$ cat config.mk
export PLATFORM = sky130hd
export DESIGN_NAME = tube_scan_controller_flat
export DESIGN_NICKNAME = d
export VERILOG_FILES = /design/src/rtl/tube_scan_controller_if.sv /design/src/rtl/tube_scan_controller.sv /design/src/flat_wrapper.sv
export SDC_FILE = /design/constraint.sdc
export NUM_CORES = 1
export LEC_CHECK = 0
export ABC_CLOCK_PERIOD_IN_PS = 3500
export CAP_MARGIN = 20
export CORE_MARGIN = 1.5
export CORE_UTILIZATION = 55
export DETAILED_ROUTE_END_ITERATION = 8
export PLACE_DENSITY = 0.86
export SYNTH_ARGS = -nofsm -noshare
export SYNTH_HDL_FRONTEND = slang
export SYNTH_SLANG_ARGS = --single-unit
$ cat constraint.sdc
create_clock -name iFpgaClock -period 3.5 [get_ports iFpgaClock]
set_clock_uncertainty 0.05 [all_clocks]
set_input_delay 0.7 -clock iFpgaClock [delete_from_list [all_inputs] [get_ports iFpgaClock]]
set_output_delay 0.7 -clock iFpgaClock [all_outputs]
set_load 0.02 [all_outputs]
$ cat src/rtl/tube_scan_controller_if.sv
// rtl/tube_scan_controller_if.sv - CPU register write port and tube pin bundle
interface tube_scan_controller_if #(
   parameter int DIGITS = 8
);
   logic              iWriteEnable;
   logic [1:0]        iAddress;
   logic [15:0]       iWriteData;
   logic [DIGITS-1:0] oDigitalTubeNotEnable;
   logic [7:0]        oDigitalTubeShape;
   logic              oFrameDone;

   // CPU/MMIO side: issues register writes, observes the tube pins
   modport master (
      output iWriteEnable, iAddress, iWriteData,
      input  oDigitalTubeNotEnable, oDigitalTubeShape, oFrameDone
   );

   // Controller side
   modport slave (
      input  iWriteEnable, iAddress, iWriteData,
      output oDigitalTubeNotEnable, oDigitalTubeShape, oFrameDone
   );
endinterface

$ cat src/rtl/tube_scan_controller.sv
// rtl/tube_scan_controller.sv - multiplexed hex tube scanner with blanking, LZ suppression and blink
module tube_scan_controller #(
   parameter int DIGITS       = 8,
   parameter int SCAN_DIV     = 40000,
   parameter int BLANK_CYCLES = 400,
   parameter int BLINK_FRAMES = 64
) (
   input logic                   iFpgaClock,
   input logic                   iCpuResetN,
   tube_scan_controller_if.slave bus
);
   localparam int PW = $clog2(SCAN_DIV);
   localparam int IW = (DIGITS > 1) ? $clog2(DIGITS) : 1;
   localparam int FW = (BLINK_FRAMES > 1) ? $clog2(BLINK_FRAMES) : 1;

   localparam logic [PW-1:0] PRESC_LAST = PW'(SCAN_DIV - 1);
   localparam logic [PW-1:0] BLANK_END  = PW'(BLANK_CYCLES);
   localparam logic [IW-1:0] DIGIT_LAST = IW'(DIGITS - 1);
   localparam logic [FW-1:0] FRAME_LAST = FW'(BLINK_FRAMES - 1);

   // Scan timing state
   logic [PW-1:0] presc;
   logic [IW-1:0] digit_idx;
   logic [FW-1:0] frame_cnt;
   logic          blink_phase;
   logic          slot_end;
   logic          frame_end;

   // CPU-visible register contents
   logic [DIGITS-1:0][3:0] nib;
   logic [DIGITS-1:0]      en_mask;
   logic [DIGITS-1:0]      dp_mask;
   logic [DIGITS-1:0]      blink_mask;
   logic                   lz_mode;
   logic                   blink_mode;

   // Per-cycle output decode
   logic [DIGITS-1:0] lz_blank;
   logic              zero_run;
   logic              blink_hide;
   logic              lit;
   logic [DIGITS-1:0] next_anode;
   logic [7:0]        next_shape;

   function automatic logic [6:0] seg_decode(input logic [3:0] n);
      case (n)
         4'h0:    return 7'h3F;
         4'h1:    return 7'h06;
         4'h2:    return 7'h5B;
         4'h3:    return 7'h4F;
         4'h4:    return 7'h66;
         4'h5:    return 7'h6D;
         4'h6:    return 7'h7D;
         4'h7:    return 7'h07;
         4'h8:    return 7'h7F;
         4'h9:    return 7'h6F;
         4'hA:    return 7'h77;
         4'hB:    return 7'h7C;
         4'hC:    return 7'h39;
         4'hD:    return 7'h5E;
         4'hE:    return 7'h79;
         default: return 7'h71;
      endcase
   endfunction

   assign slot_end  = (presc == PRESC_LAST);
   assign frame_end = slot_end && (digit_idx == DIGIT_LAST);

   // Prescaler, digit rotation, frame count and blink phase
   always_ff @(posedge iFpgaClock or negedge iCpuResetN) begin
      if (!iCpuResetN) begin
         presc       <= '0;
         digit_idx   <= '0;
         frame_cnt   <= '0;
         blink_phase <= 1'b0;
      end else begin
         presc <= slot_end ? '0 : presc + 1'b1;
         if (slot_end)
            digit_idx <= frame_end ? '0 : digit_idx + 1'b1;
         if (frame_end) begin
            if (frame_cnt == FRAME_LAST) begin
               frame_cnt   <= '0;
               blink_phase <= ~blink_phase;
            end else begin
               frame_cnt <= frame_cnt + 1'b1;
            end
         end
      end
   end

   // Register file writes; nibbles and mask bits beyond DIGITS are simply not stored
   always_ff @(posedge iFpgaClock or negedge iCpuResetN) begin
      if (!iCpuResetN) begin
         nib        <= '0;
         en_mask    <= '1;
         dp_mask    <= '0;
         blink_mask <= '0;
         lz_mode    <= 1'b0;
         blink_mode <= 1'b0;
      end else if (bus.iWriteEnable) begin
         case (bus.iAddress)
            2'd0, 2'd1: begin
               for (int i = 0; i < DIGITS; i++) begin
                  if ((i < 4) == (bus.iAddress == 2'd0))
                     nib[i] <= bus.iWriteData[(i % 4) * 4 +: 4];
               end
            end
            2'd2: begin
               en_mask <= bus.iWriteData[DIGITS-1:0];
               dp_mask <= bus.iWriteData[8 +: DIGITS];
            end
            default: begin
               lz_mode    <= bus.iWriteData[0];
               blink_mode <= bus.iWriteData[1];
               blink_mask <= bus.iWriteData[8 +: DIGITS];
            end
         endcase
      end
   end

   // Leading-zero suppression: walk down from the top digit while nibbles stay zero
   always_comb begin
      lz_blank = '0;
      zero_run = lz_mode;
      for (int i = DIGITS - 1; i >= 0; i--) begin
         zero_run = zero_run && (nib[i] == 4'h0);
         if (i != 0)
            lz_blank[i] = zero_run;
      end
   end

   // Anode and segment pattern for the current slot, dark during the anti-ghost interval
   always_comb begin
      blink_hide = blink_mode && blink_mask[digit_idx] && blink_phase;
      lit        = (presc >= BLANK_END) && en_mask[digit_idx] &&
                   !lz_blank[digit_idx] && !blink_hide;
      next_anode = '1;
      next_shape = 8'hFF;
      if (lit) begin
         next_anode = ~(DIGITS'(1) << digit_idx);
         next_shape = {~dp_mask[digit_idx], ~seg_decode(nib[digit_idx])};
      end
   end

   // Registered tube pins and frame-wrap pulse
   always_ff @(posedge iFpgaClock or negedge iCpuResetN) begin
      if (!iCpuResetN) begin
         bus.oDigitalTubeNotEnable <= '1;
         bus.oDigitalTubeShape     <= 8'hFF;
         bus.oFrameDone            <= 1'b0;
      end else begin
         bus.oDigitalTubeNotEnable <= next_anode;
         bus.oDigitalTubeShape     <= next_shape;
         bus.oFrameDone            <= frame_end;
      end
   end
endmodule

$ cat src/flat_wrapper.sv
// flat-port wrapper written by rule: the top's interface ports become plain ports
module tube_scan_controller_flat 
#(
   parameter int DIGITS       = 8,
   parameter int SCAN_DIV     = 40000,
   parameter int BLANK_CYCLES = 400,
   parameter int BLINK_FRAMES = 64
)
  (iFpgaClock, iCpuResetN, bus_iWriteEnable, bus_iAddress, bus_iWriteData, bus_oDigitalTubeNotEnable, bus_oDigitalTubeShape, bus_oFrameDone);
  tube_scan_controller_if #(.DIGITS(DIGITS)) bus_i ();
  input logic iFpgaClock;
  input logic iCpuResetN;
  input wire logic [$bits(bus_i.iWriteEnable)-1:0] bus_iWriteEnable;
  input wire logic [$bits(bus_i.iAddress)-1:0] bus_iAddress;
  input wire logic [$bits(bus_i.iWriteData)-1:0] bus_iWriteData;
  output wire logic [$bits(bus_i.oDigitalTubeNotEnable)-1:0] bus_oDigitalTubeNotEnable;
  output wire logic [$bits(bus_i.oDigitalTubeShape)-1:0] bus_oDigitalTubeShape;
  output wire logic [$bits(bus_i.oFrameDone)-1:0] bus_oFrameDone;
  assign bus_i.iWriteEnable = bus_iWriteEnable;
  assign bus_i.iAddress = bus_iAddress;
  assign bus_i.iWriteData = bus_iWriteData;
  assign bus_oDigitalTubeNotEnable = bus_i.oDigitalTubeNotEnable;
  assign bus_oDigitalTubeShape = bus_i.oDigitalTubeShape;
  assign bus_oFrameDone = bus_i.oFrameDone;
  tube_scan_controller #(.DIGITS(DIGITS), .SCAN_DIV(SCAN_DIV), .BLANK_CYCLES(BLANK_CYCLES), .BLINK_FRAMES(BLINK_FRAMES)) u_core (.iFpgaClock(iFpgaClock), .iCpuResetN(iCpuResetN), .bus(bus_i));
endmodule
==> metrics.md <==
| Metric | Value |
|---|---|
| First-pass GRT wire length | 15.36 mm |
| Distinct cell type count after synthesis | 44 |
| Cell types with the largest area share after synthesis | sky130_fd_sc_hd__dfrtp_1, sky130_fd_sc_hd__mux2_2, sky130_fd_sc_hd__dfstp_2 |
| Least setup slack across all paths after layout | ~620 ps |
| Ant diodes | 0 |
| Total of endpoints with negative setup slack in the final report | 0 |
| Total half-perimeter wirelength after legalization and detailed placement | ~6.6 mm |
| Number of inserted filler cells in the final layout | about 600 |
| Area share of the leading cell type in the synthesized netlist | roughly two fifths |
| Overall via count from detail_route | between 3k and 4k |
| Actual slew at the worst max-slew pin | 898.7 ps |
| Effective utilization at floorplan | 57.26% |
| Count of placed standard cells including taps | approximately 500 |
| Power density of the placed cells | ~450 nW/um2 |
| Data arrival time of the critical path | around 3100 ps |
| Die height | about 96 um |
| Part of the cycle the worst path needs | 82.36% |
| Total DRC errors in the routed layout | 0 |
| Final GP Congestion | roughly 0.87 |
| Area leader, netlist | sky130_fd_sc_hd__dfrtp_1 |
| Drt first pass iters | 5 |
| Netlist area before placement | around 4800 um2 |
| Origin of the critical flop-to-flop path | u_core.digit_idx[0] |
| Max clock buf depth | 2 |
| Antenna violations before repair | 0 |
| Number of global-route vias before repair | ~3.1k |
| Final max-slew violation count | 0 |
| CP required | about 3700 ps |
| Mapped Nets | 400 |
| Async set or reset register ratio after synthesis | between 90% and 100% |
| Most instantiated library cell after synthesis | sky130_fd_sc_hd__dfrtp_1 |
| Routed wirelength normalized by instance count | between 15 and 20 um |
| Worst VDD drop | 0.2837 mV |
| Hold_buf cts | 0 |
| Max-cap violation count | 0 |
| Number of ports placed on the die boundary | 38 |
| Number of flip-flops and latches in the synthesized netlist | roughly 100 |
| Top FF cell, synth | sky130_fd_sc_hd__dfrtp_1 |
| FF-to-FF End | u_core.bus.oDigitalTubeShape[2] |
| Worst r2r path cells | 5 |
| Post-Syn Instances | between 300 and 400 |
| Mean post-synth cell area | between 10 and 15 um2 |
| Root buffer selected by CTS | sky130_fd_sc_hd__clkbuf_8 |
| # nets final | 440 |
| Static leakage | between 2 and 2.5 nW |
| Flop-to-flop setup slack | between 600 and 700 ps |
| Sequential fraction of the synthesis area | a little over half |
| Status | complete, no violations |
| Startpoint type of the worst setup path | flop |
| Pre-CTS WS | a little over 600 ps |
| Number of buffers inserted to repair setup after CTS | 0 |
| Fmax | around 350 MHz |
| Post-DRT Antenna Nets | 0 |
| Die Footprint | about 9200 um2 |
| Final wirelength | 9.428 mm |
| Row cnt | 33 |
| CTS H-Tree Depth | 3 |
| Most instantiated cells after synthesis | sky130_fd_sc_hd__dfrtp_1, sky130_fd_sc_hd__mux2_2, sky130_fd_sc_hd__nand2_1 |
| Yosys warning total | 0 |
| Worst-Skew Late Latency | roughly 380 ps |
| Max-slew headroom at the worst pin | about two fifths |
| Maximum number of pins on one net before global-route repair | 90 |
| Post-synth EDFFs | 0 |
| GRT Total Usage | between 20% and 30% |
| Total count of hold-check failures in the final report | 0 |
| Worst min-delay path class | input port to async pin |
| Number of buffers created by CTS | 9 |
| Vias per cell | 5.953 |
| First DRT Iteration DRCs | around 190 |
| Clock tree from TritonCTS | yes |
| Area grow syn2layout | 14.32% |
| Hold slack | roughly 140 ps |
| Clock period minus final worst setup slack | 2883 ps |
| DIE WIDTH | roughly 96 um |
| Count of buffers from port buffering | 37 |
| Setup repair after global routing missed its margin | no |
| Grt ovf | 0 |
| Clock Sinks | 101 |
| Layout cells sized above 1 | between 30% and 40% |
| CTS resizes | 0 |
| Critical path class | flop to flop |
| Total negative setup slack | 0 ps |
| Total power consumption of the routed design | ~2.5 mW |
| Capturing element type of the critical path | flop |
| Core area | approximately 8300 um2 |
| Count of non-filler cells in the finished layout | slightly above 500 |
| Worst-path fanout max | 16 |
| Clock transition at the registers of the reported paths | 100 ps |
-- worst max-delay path, cell delays in order (launching register included) --
cell	delay (ps)
sky130_fd_sc_hd__dfrtp_1	810
sky130_fd_sc_hd__mux4_2	580
sky130_fd_sc_hd__mux2_2	270
sky130_fd_sc_hd__a311o_1	380
sky130_fd_sc_hd__a31oi_4	400
sky130_fd_sc_hd__o311ai_0	270
-- report_power, final --
part	leakage, nW	internal [mW]	switching [mW]
Sequential	1.21	1.31	0.106
Combinational	0.958	0.207	0.152
Clock	0.0881	0.268	0.430
Total	2.25	1.78	0.688
-- kinds of logic (layout without fill, tap and decap cells) --
| group | Yosys count | after routing | synth area share, % |
|---|---|---|---|
| AND/OR/NAND/NOR | 92 | 92 | 9.637 |
| XOR/XNOR | 14 | 14 | 2.580 |
| adder cells (fa/ha/maj) | 14 | 14 | 3.686 |
| AO/OA/AOI/OAI | 35 | 35 | 5.082 |
| flip-flops | 101 | 101 | 53.82 |
| buffers and inverters | 26 | 71 | 2.422 |
| multiplexers | 83 | 83 | 22.78 |
-- flip-flops by register name, indices dropped and copies added (netlist names) --
| name | cells |
|---|---|
| u_core.bus.oFrameDone | 1 |
| u_core.dp_mask | 8 |
| u_core.bus.oDigitalTubeShape | 8 |
| u_core.lz_mode | 1 |
| u_core.blink_mask | 8 |
| u_core.blink_phase | 1 |
| u_core.nib | 32 |
| u_core.bus.oDigitalTubeNotEnable | 8 |
| u_core.presc | 16 |
| u_core.blink_mode | 1 |
| u_core.frame_cnt | 6 |
| u_core.en_mask | 8 |
| u_core.digit_idx | 3 |
-- metal layers --
layer / vias to the layer above / wire length (um) / global-route usage, %
li1: 1400 / - / -
met1: 1568 / 4432 / 32.24
met2: 87 / 4454 / 34.80
met3: 11 / 408 / 3.712
met4: 0 / 132 / 8.211
met5: - / 0 / 0
-- how the worst max path moves through the flow --
stage	startpoint	cells past startpoint	slack [ps]	end
floorplan	u_core.digit_idx[1]	9	1030	u_core.bus.oDigitalTubeShape[3]
global placement	u_core.digit_idx[0]	5	720	u_core.bus.oDigitalTubeShape[2]
detailed placement	u_core.digit_idx[0]	5	620	u_core.bus.oDigitalTubeShape[2]
CTS	u_core.digit_idx[0]	5	600	u_core.bus.oDigitalTubeShape[2]
global route	u_core.digit_idx[0]	7	440	u_core.bus.oDigitalTubeShape[3]
finish	u_core.digit_idx[0]	5	620	u_core.bus.oDigitalTubeShape[2]
-- placed cells by master (no fill, tap or decap), drive strengths merged, types with 3 or more instances in the layout --
cell,Yosys,routed
a21oi,7,7
buf,5,7
clkbuf,9,9
clkdlybuf4s50,0,36
dfrtp,77,77
dfstp,24,24
ha,14,14
inv,12,15
mux2,62,62
mux2i,8,8
mux4,13,13
nand2,27,27
nand3,19,19
nand4,3,3
nor2,11,11
nor2b,6,6
nor3,5,5
nor4,9,9
o21ai,13,13
or3,4,4
xnor2,8,8
xor2,6,6
-- stage by stage --
step / util (%) / cell area [um2]
2_1_floorplan: - / 4752
5_1_grt: 65.46 / 5433
3_3_place_gp: 62.94 / 5224
4_1_cts: 65.13 / 5405
3_5_place_dp: 62.94 / 5224
6_report: 65.46 / 5433
-- layout make-up --
cell class	instances	area (um2)	area share, %
clock buffer	9	123.9	2.280
clock inverter	7	57.56	1.059
inverter	12	45.04	0.8291
multi-input combinational	238	2085	38.37
sequential	101	2557	47.08
tap	105	131.4	2.418
timing repair buffer	43	432.9	7.969
(Power assumes the default switching activity.)
